==> src/rtl/mem_arb_pkg.sv <==
// Shared types and default widths for the single-port RAM arbiter.
package mem_arb_pkg;

  localparam int ADDR_W_DEF = 11;
  localparam int DATA_W_DEF = 32;

  typedef enum logic [1:0] {IDLE, RD_WAIT, RD_DONE} arb_state_t;
  typedef enum logic {OWN_IF, OWN_D} arb_owner_t;

endpackage

==> src/rtl/mem_arb_prio.sv <==
// Winner select between fetch and data requesters, with the data-streak
// counter that bounds how long a pending fetch can be starved.
module mem_arb_prio #(
  parameter int MAX_D_BURST = 4
) (
  input  logic clk,
  input  logic rst,
  input  logic en,
  input  logic if_req,
  input  logic d_req,
  output logic if_win,
  output logic d_win
);

  localparam int STREAK_W = $clog2(MAX_D_BURST + 1);

  logic [STREAK_W-1:0] d_streak;
  logic                at_limit;

  assign at_limit = (d_streak == STREAK_W'(MAX_D_BURST));
  assign d_win    = en & d_req & ~(if_req & at_limit);
  assign if_win   = en & if_req & ~d_win;

  // The streak only matters while a fetch is waiting, so it resets whenever
  // the fetch side is idle or has just been served.
  always_ff @(posedge clk) begin
    if (rst) begin
      d_streak <= '0;
    end else if (!if_req || if_win) begin
      d_streak <= '0;
    end else if (d_win && !at_limit) begin
      d_streak <= d_streak + STREAK_W'(1);
    end
  end

endmodule

==> src/rtl/mem_port_arbiter.sv <==
// Shares one single-port synchronous RAM between the fetch and data ports.
// Define MEM_ARB_STATS_EN to build the grant/stall statistics counters.
module mem_port_arbiter
  import mem_arb_pkg::*;
#(
  parameter int ADDR_W      = ADDR_W_DEF,
  parameter int DATA_W      = DATA_W_DEF,
  parameter int RD_LAT      = 2,
  parameter int MAX_D_BURST = 4
) (
  input  logic              clk,
  input  logic              rst,
  input  logic              if_req,
  input  logic [ADDR_W-1:0] if_addr,
  output logic              if_gnt,
  output logic              if_rvalid,
  output logic [DATA_W-1:0] if_rdata,
  input  logic              d_req,
  input  logic              d_we,
  input  logic [ADDR_W-1:0] d_addr,
  input  logic [DATA_W-1:0] d_wdata,
  output logic              d_gnt,
  output logic              d_rvalid,
  output logic [DATA_W-1:0] d_rdata,
  output logic [ADDR_W-1:0] ram_addr,
  output logic [DATA_W-1:0] ram_wdata,
  output logic              ram_w_en,
  input  logic [DATA_W-1:0] ram_rdata,
  output logic              busy,
  output logic [15:0]       stat_if_gnt,
  output logic [15:0]       stat_d_gnt,
  output logic [15:0]       stat_stall
);

  localparam int LAT_W = (RD_LAT > 1) ? $clog2(RD_LAT) : 1;

  arb_state_t        state;
  arb_owner_t        owner;
  logic [LAT_W-1:0]  lat_cnt;
  logic [ADDR_W-1:0] addr_q;
  logic              arb_en;
  logic              if_win;
  logic              d_win;

  assign arb_en = (state == IDLE) && !rst;

  mem_arb_prio #(
    .MAX_D_BURST(MAX_D_BURST)
  ) u_prio (
    .clk   (clk),
    .rst   (rst),
    .en    (arb_en),
    .if_req(if_req),
    .d_req (d_req),
    .if_win(if_win),
    .d_win (d_win)
  );

  assign if_gnt    = if_win;
  assign d_gnt     = d_win;
  assign ram_w_en  = d_win & d_we;
  assign ram_wdata = ram_w_en ? d_wdata : '0;
  assign ram_addr  = d_win ? d_addr : (if_win ? if_addr : addr_q);
  assign busy      = (state != IDLE);

  // Stores complete in their grant cycle; reads park the FSM until the RAM
  // data is captured into the owning port's register.
  always_ff @(posedge clk) begin
    if (rst) begin
      state     <= IDLE;
      owner     <= OWN_IF;
      lat_cnt   <= '0;
      addr_q    <= '0;
      if_rvalid <= 1'b0;
      d_rvalid  <= 1'b0;
      if_rdata  <= '0;
      d_rdata   <= '0;
    end else begin
      if_rvalid <= 1'b0;
      d_rvalid  <= 1'b0;
      unique case (state)
        IDLE: begin
          if (d_win) begin
            addr_q <= d_addr;
            if (!d_we) begin
              owner   <= OWN_D;
              lat_cnt <= LAT_W'(RD_LAT - 1);
              state   <= (RD_LAT == 1) ? RD_DONE : RD_WAIT;
            end
          end else if (if_win) begin
            addr_q  <= if_addr;
            owner   <= OWN_IF;
            lat_cnt <= LAT_W'(RD_LAT - 1);
            state   <= (RD_LAT == 1) ? RD_DONE : RD_WAIT;
          end
        end
        RD_WAIT: begin
          lat_cnt <= lat_cnt - LAT_W'(1);
          if (lat_cnt <= LAT_W'(1)) begin
            state <= RD_DONE;
          end
        end
        RD_DONE: begin
          if (owner == OWN_IF) begin
            if_rdata  <= ram_rdata;
            if_rvalid <= 1'b1;
          end else begin
            d_rdata  <= ram_rdata;
            d_rvalid <= 1'b1;
          end
          state <= IDLE;
        end
        default: state <= IDLE;
      endcase
    end
  end

`ifdef MEM_ARB_STATS_EN
  logic [15:0] if_cnt;
  logic [15:0] d_cnt;
  logic [15:0] stall_cnt;
  logic        stalled;

  assign stalled = (if_req | d_req) & ~(if_win | d_win);

  // Saturating counters so a long run never wraps back to a small value.
  always_ff @(posedge clk) begin
    if (rst) begin
      if_cnt    <= '0;
      d_cnt     <= '0;
      stall_cnt <= '0;
    end else begin
      if (if_win && if_cnt != 16'hFFFF)      if_cnt    <= if_cnt + 16'd1;
      if (d_win && d_cnt != 16'hFFFF)        d_cnt     <= d_cnt + 16'd1;
      if (stalled && stall_cnt != 16'hFFFF)  stall_cnt <= stall_cnt + 16'd1;
    end
  end

  assign stat_if_gnt = if_cnt;
  assign stat_d_gnt  = d_cnt;
  assign stat_stall  = stall_cnt;
`else
  assign stat_if_gnt = '0;
  assign stat_d_gnt  = '0;
  assign stat_stall  = '0;
`endif

endmodule

==> config.mk <==
export PLATFORM = sky130hd
export DESIGN_NAME = mem_port_arbiter
export DESIGN_NICKNAME = d
export VERILOG_FILES = /design/src/rtl/mem_arb_pkg.sv /design/src/rtl/mem_arb_prio.sv /design/src/rtl/mem_port_arbiter.sv
export SDC_FILE = /design/constraint.sdc
export NUM_CORES = 1
export LEC_CHECK = 0
export ABC_CLOCK_PERIOD_IN_PS = 10900
export CORE_MARGIN = 1
export CORE_UTILIZATION = 39
export CTS_CLUSTER_DIAMETER = 60
export DETAILED_ROUTE_END_ITERATION = 16
export HOLD_SLACK_MARGIN = 0.15
export MAX_ROUTING_LAYER = met4
export PLACE_DENSITY = 0.86
export REMOVE_ABC_BUFFERS = 1
export SLEW_MARGIN = 30
export SYNTH_ARGS = -nofsm -noshare
export SYNTH_HDL_FRONTEND = slang
export SYNTH_HIERARCHICAL = 1
export SYNTH_SLANG_ARGS = --single-unit
export TNS_END_PERCENT = 20
==> constraint.sdc <==
create_clock -name clk -period 10.9 [get_ports clk]
set_input_delay 3.27 -clock clk [delete_from_list [all_inputs] [get_ports clk]]
set_output_delay 3.27 -clock clk [all_outputs]
set_load 0.01 [all_outputs]
======== After elaboration in Yosys (flattened, before gate mapping) ========
Cells that the tools add are included.
word-level totals
  register bits ........................... 84
  latch bits .............................. 0
  memory bits (writable) .................. 0
  ROM bits ................................ 0
  input bits .............................. 91
  output and inout port bits .............. 161
  word-level logic and storage cells ...... 62
  memories kept ........................... 0
cells by class
  $add $sub $neg .......................... 2
  multiply operators ...................... 0
  divide/modulo/power cells ............... 0
  order comparisons ....................... 1
  equality and inequality tests ........... 7
  shifts and indexed selects .............. 0
  mux-type cells .......................... 16
  bitwise gates (word level) .............. 10
  reductions and logical operators ........ 17
operators with widths
  cell                                                                      count
  32-bit two-way mux                                                        1
  11-bit two-way mux                                                        2
  3-bit AND reduction                                                       3
  2-bit two-way mux                                                         4
  1-bit two-way mux                                                         7
  1-bit bitwise AND                                                         6
  2-bit nonzero test                                                        3
  2-bit inequality test (second input constant)                             2
  1-bit inverter                                                            4
  2-bit case mux with 2 select lines                                        1
  2-bit AND reduction                                                       2
  2-bit OR reduction                                                        2
  3-bit by 1-bit adder with 3-bit output (second input constant)            1
  3-bit == test (second input constant)                                     1
  1-bit logical NOT                                                         3
  3-bit by 2-bit inequality test with 1-bit output (second input constant)  1
  3-bit inequality test (second input constant)                             1
  2-bit by 1-bit == test with 1-bit output (second input constant)          1
  2-bit == test (second input constant)                                     1
  1-bit logical AND                                                         2
  2-bit logical NOT                                                         1
  1-bit case mux with 2 select lines                                        1
  1-bit less-or-equal comparator (second input constant)                    1
  1-bit logical OR                                                          1
  1-bit subtractor (second input constant)                                  1

======== Logic depth before layout (Yosys ltp) ========
  depth after elaboration ................. 9
  gate-level depth with buffers ........... 11
  gate-level depth less buffers ........... 8

======== Hierarchy ========
The synthesis kept the hierarchy.
modules (own cells, without submodules)
  module            times used  cells an instance  area each (um^2)  seq. area each (um^2)
  mem_port_arbiter  1           473                3702.3            1601.5
  mem_arb_prio      1           24                 202.7             60.1

======== Worst setup path before layout ========
No wires, ideal clock.
  path kind ............................... input-to-output
  from .................................... input rst
  to ...................................... output ram_addr[0]
  arrival time ............................ 5.260 ns
  setup slack ............................. 2.370 ns
  cell stages on the path ................. 8
  buffers on the path ..................... 4
  cells stage by stage .................... clkbuf_1 > clkbuf_1 > nor2_1 > buf_6 > a31oi_1 > buf_2 > mux2_2 > o21a_1
on the way
  word-level cells in the longest chain between the ends .. 8
RTL lines
  item                               RTL line                source
  start, declared                    mem_port_arbiter.sv:12  input logic rst,
  1-bit logical NOT *                mem_port_arbiter.sv:45  assign arb_en = (state == IDLE) && !rst;
  1-bit logical AND *                mem_port_arbiter.sv:45
  via arb_en                         mem_port_arbiter.sv:41  logic arb_en;
  1-bit bitwise AND (2 in a row)     mem_arb_prio.sv:21      assign d_win = en & d_req & ~(if_req & at_limit);
  1-bit inverter                     mem_arb_prio.sv:22      assign if_win = en & if_req & ~d_win;
  1-bit bitwise AND *                mem_arb_prio.sv:22
  via if_gnt                         mem_port_arbiter.sv:15  output logic if_gnt,
  11-bit two-way mux * (2 in a row)  --
  end, declared                      mem_port_arbiter.sv:25  output logic [ADDR_W-1:0] ram_addr,
Mark *: on every way through the listed nets, which the timed path passes. The rest lies on a longest branch.

======== Final worst setup path ========
  from .................................... input d_req
  to ...................................... output ram_wdata[10]
on the way
  word-level cells in the longest chain between the ends .. 4
RTL lines
  item                            RTL line                source
  start, declared                 mem_port_arbiter.sv:18  input logic d_req,
  1-bit bitwise AND (2 in a row)  mem_arb_prio.sv:21
  1-bit bitwise AND               mem_port_arbiter.sv:61  assign ram_w_en = d_win & d_we;
  32-bit two-way mux              mem_port_arbiter.sv:62  assign ram_wdata = ram_w_en ? d_wdata : '0;
  end, declared                   mem_port_arbiter.sv:26  output logic [DATA_W-1:0] ram_wdata,
No other way between the ends.

==> out/metrics.yaml <==
max-cap-violations: 0
synth_top_cell_area_share: 0.426
drc_errors: 0
antenna_found_initial: 0
p_sw_uw: 170
hpwl_um: 7540
clk_pin_slew_worst_paths_ns: 0.08
setup_tns_ns: 0
crit_top_cell: "clkdlybuf4s50_1"
crit_start: "d_req"
grt_pass1_vias: 3549
grt.overflow.total: 0
min_path_type: "reg -> reg"
clkPwrFrac: 0.349
irDropWorstVdd_mv: 0.0657
cts_buffer_depth: 2
finalHoldViolCount: 0
rows: 36
core_mm2: 0.00973
clock_sinks: 83
layout-drive-gt1-share: 0.0542
worstPathArrival_ns: 5.39
clk_latency_ns: 0.34
grt_max_degree: 82
p_int_uw: 528
max_freq_mhz: 115
slowest_delay_ns: 0.56
required_ns: 7.63
syn_to_final_growth_pct: 54.1
maxSlewViolCount: 0
synth_cell_type_count: 31
track_usage: 0.201
synth_area_mm2: 0.00390
swShare: 0.243
layout_worst_path_cycle_share: 0.795
rsz0062_at_grt: "no"
relSlewSlack: 0.376
ioPinCount: 252
path_cells: "clkdlybuf4s50_1 > nand2_2 > a31oi_4 > buf_4 > and3_1 > clkdlybuf4s50_1"
yosysWarnings: 6
period_minus_slack_ns: 8.66
n_antenna_cell: 0
port_buffers: 203
pwr_density_cell_mw_per_mm2: 116
setup_viol_count_final: 0
placedCellCount: 801
wl_per_cell_um: 13.0
critPathLaunchType: "primary input"
worst_clock_skew_ns: 0.00508
cp-end-kind: "output port"
yosysSeqAreaShare: 0.426
dr_total_vias: 3860
die_x_um: 102
cts_max_level: 3
ys_ff_latch: 83
utilization: 0.618
postSynthCellCount: 497
final_nets: 772
timing.rr.start: "state[1]$_SDFFE_PP0P_"
cts_setup_buffers: 0
p_comb_frac: 0.195
grt_first_pass_wirelength_um: 15900
synth.area.top_cells: "dfxtp_1 43%, nand2_1 14%, a21oi_1 10%"
tightest_slew_ns: 0.934
sequentialPowerShare: 0.456
cts_made_buffers: 9
critPathKind: "in -> out"
cts_hold_buf: 0
die_area_mm2: 0.0104
initial_core_util: 0.401
cts_tree: "yes"
firstDrtPassIters: 4
cp_max_fo: 69
cp_slowest_cell: "clkdlybuf4s50_1"
routed_wirelength_um: 10600
vias_per_cell: 4.73
final-instance-count-excl-fill: 816
dieHeight_um: 102
status: "finished clean"
cpLargestDelayFamily: "buffers and inverters"
hp-start: "addr_q[5]$_SDFFE_PP0N_"
synth_area_per_cell_um2: 7.86
detail-route-antenna-nets: 0
place.gp.congestion: 0.779
clockRootBuffer: "clkbuf_8"
p_leak_nw: 2.24
cp.buffers_inverters: 3
post-synth-top-area-cell: "dfxtp_1"
post_cts_resized: 0
drt_iter0_markers: 92
-- final cells by class --
class | instances | area, µm²
clock buffer | 11 | 151
clock inverter | 4 | 73.8
fill | 825 | 3710
inverter | 4 | 15.0
multi-input combinational | 372 | 1880
sequential | 83 | 1660
tap | 133 | 166
timing repair buffer | 209 | 2070
-- cell families after synthesis --
| logic type | Yosys count | share of synthesized area |
|---|---|---|
| and+or+nand+nor | 206 | 0.241 |
| muxes | 11 | 0.0317 |
| AOI/OAI and AO/OA | 105 | 0.150 |
| buffers and inverters | 89 | 0.144 |
| DFF | 83 | 0.426 |
| other | 1 | 0.000960 |
| adders and majority gates | 2 | 0.00641 |
-- metrics by stage --
| stage | hold slack [ns] | power (mW) | instance area, µm² | setup WS (ns) |
|---|---|---|---|---|
| 2_1_floorplan | 0.423 | 0.381 | 3530 | 1.27 |
| 3_3_place_gp | 0.436 | 0.459 | 5790 | 2.31 |
| 3_5_place_dp | 0.445 | 0.461 | 5790 | 2.25 |
| 4_1_cts | 0.455 | 0.706 | 6020 | 2.25 |
| 5_1_grt | 0.468 | 0.730 | 6020 | 2.10 |
| 6_report | 0.454 | 0.698 | 6020 | 2.24 |
-- power groups by stage --
stage / logic [mW] / clock network [mW] / registers [mW]
finish: 0.136 / 0.244 / 0.318
CTS: 0.137 / 0.251 / 0.318
global placement: 0.134 / 0 / 0.325
detailed placement: 0.136 / 0 / 0.325
global route: 0.148 / 0.262 / 0.319
floorplan: 0.0547 / 0 / 0.326
-- registers in the layout, indices dropped and copies added, names as in the netlist --
register         flops
addr_q              11
state                2
if_rdata            32
owner                1
u_prio/d_streak      3
d_rdata             32
d_rvalid             1
if_rvalid            1
-- placed cells by master (no fill, tap or decap), drive strengths merged --
cell type	instances
clkdlybuf4s50	202
nand2	142
dfxtp	83
a21oi	78
conb	48
and3	32
nand2b	15
mux2	11
o21a	11
o211ai	11
clkbuf	11
buf	7
nor2	5
inv	4
a31oi	3
o21ai	2
bufinv	2
nand4	2
ha	2
nor3b	2
clkinv	2
and2	1
and3b	1
nand3b	1
nor4	1
or3b	1
nor3	1
or4b	1
nand4b	1
-- cell usage after synthesis --
| library cell | number |
|---|---|
| and2_1 | 1 |
| dfxtp_1 | 83 |
| o21ai_0 | 2 |
| buf_6 | 4 |
| nand4b_1 | 1 |
| ha_1 | 2 |
| nand3b_1 | 1 |
| nor3b_1 | 1 |
| nand2_1 | 141 |
| buf_4 | 49 |
| inv_1 | 4 |
| buf_1 | 1 |
| mux2_2 | 11 |
| nor4_1 | 1 |
| nand4_1 | 2 |
| or4b_1 | 1 |
| conb_1 | 1 |
| o21a_1 | 11 |
| o211ai_1 | 11 |
| or3b_1 | 1 |
| nor2_1 | 5 |
| a21oi_1 | 78 |
| nand2b_1 | 15 |
| nor3b_2 | 1 |
| and3_1 | 32 |
| nor3_1 | 1 |
| clkbuf_1 | 18 |
| and3b_1 | 1 |
| a31oi_1 | 3 |
| nand2_2 | 1 |
| buf_2 | 13 |
-- worst paths after layout --
check | end | slack, ns | depth (start not counted)
setup / recovery | ram_wdata[10] | 2.24 | 6
setup reg to reg | addr_q[2]$_SDFFE_PP0N_ | 7.60 | 9
hold / removal | addr_q[5]$_SDFFE_PP0N_ | 0.45 | 2
hold reg to reg | addr_q[5]$_SDFFE_PP0N_ | 0.45 | 2
-- tightest hold or removal path, stage by stage, from the launching register on --
cell	delay, ns
dfxtp_1	0.32
nand2_1	0.05
a21oi_1	0.05
-- per-layer routing --
metal  vias to the layer above  track usage  wire length (µm)
met3                        11       0.0588               831
met4                         0       0.0615               116
met2                       161        0.362              5430
met5                         -            -                 0
met1                      1775        0.211              4210
li1                       1913            -                 -
No activity file was read; power rests on OpenSTA's default activity.
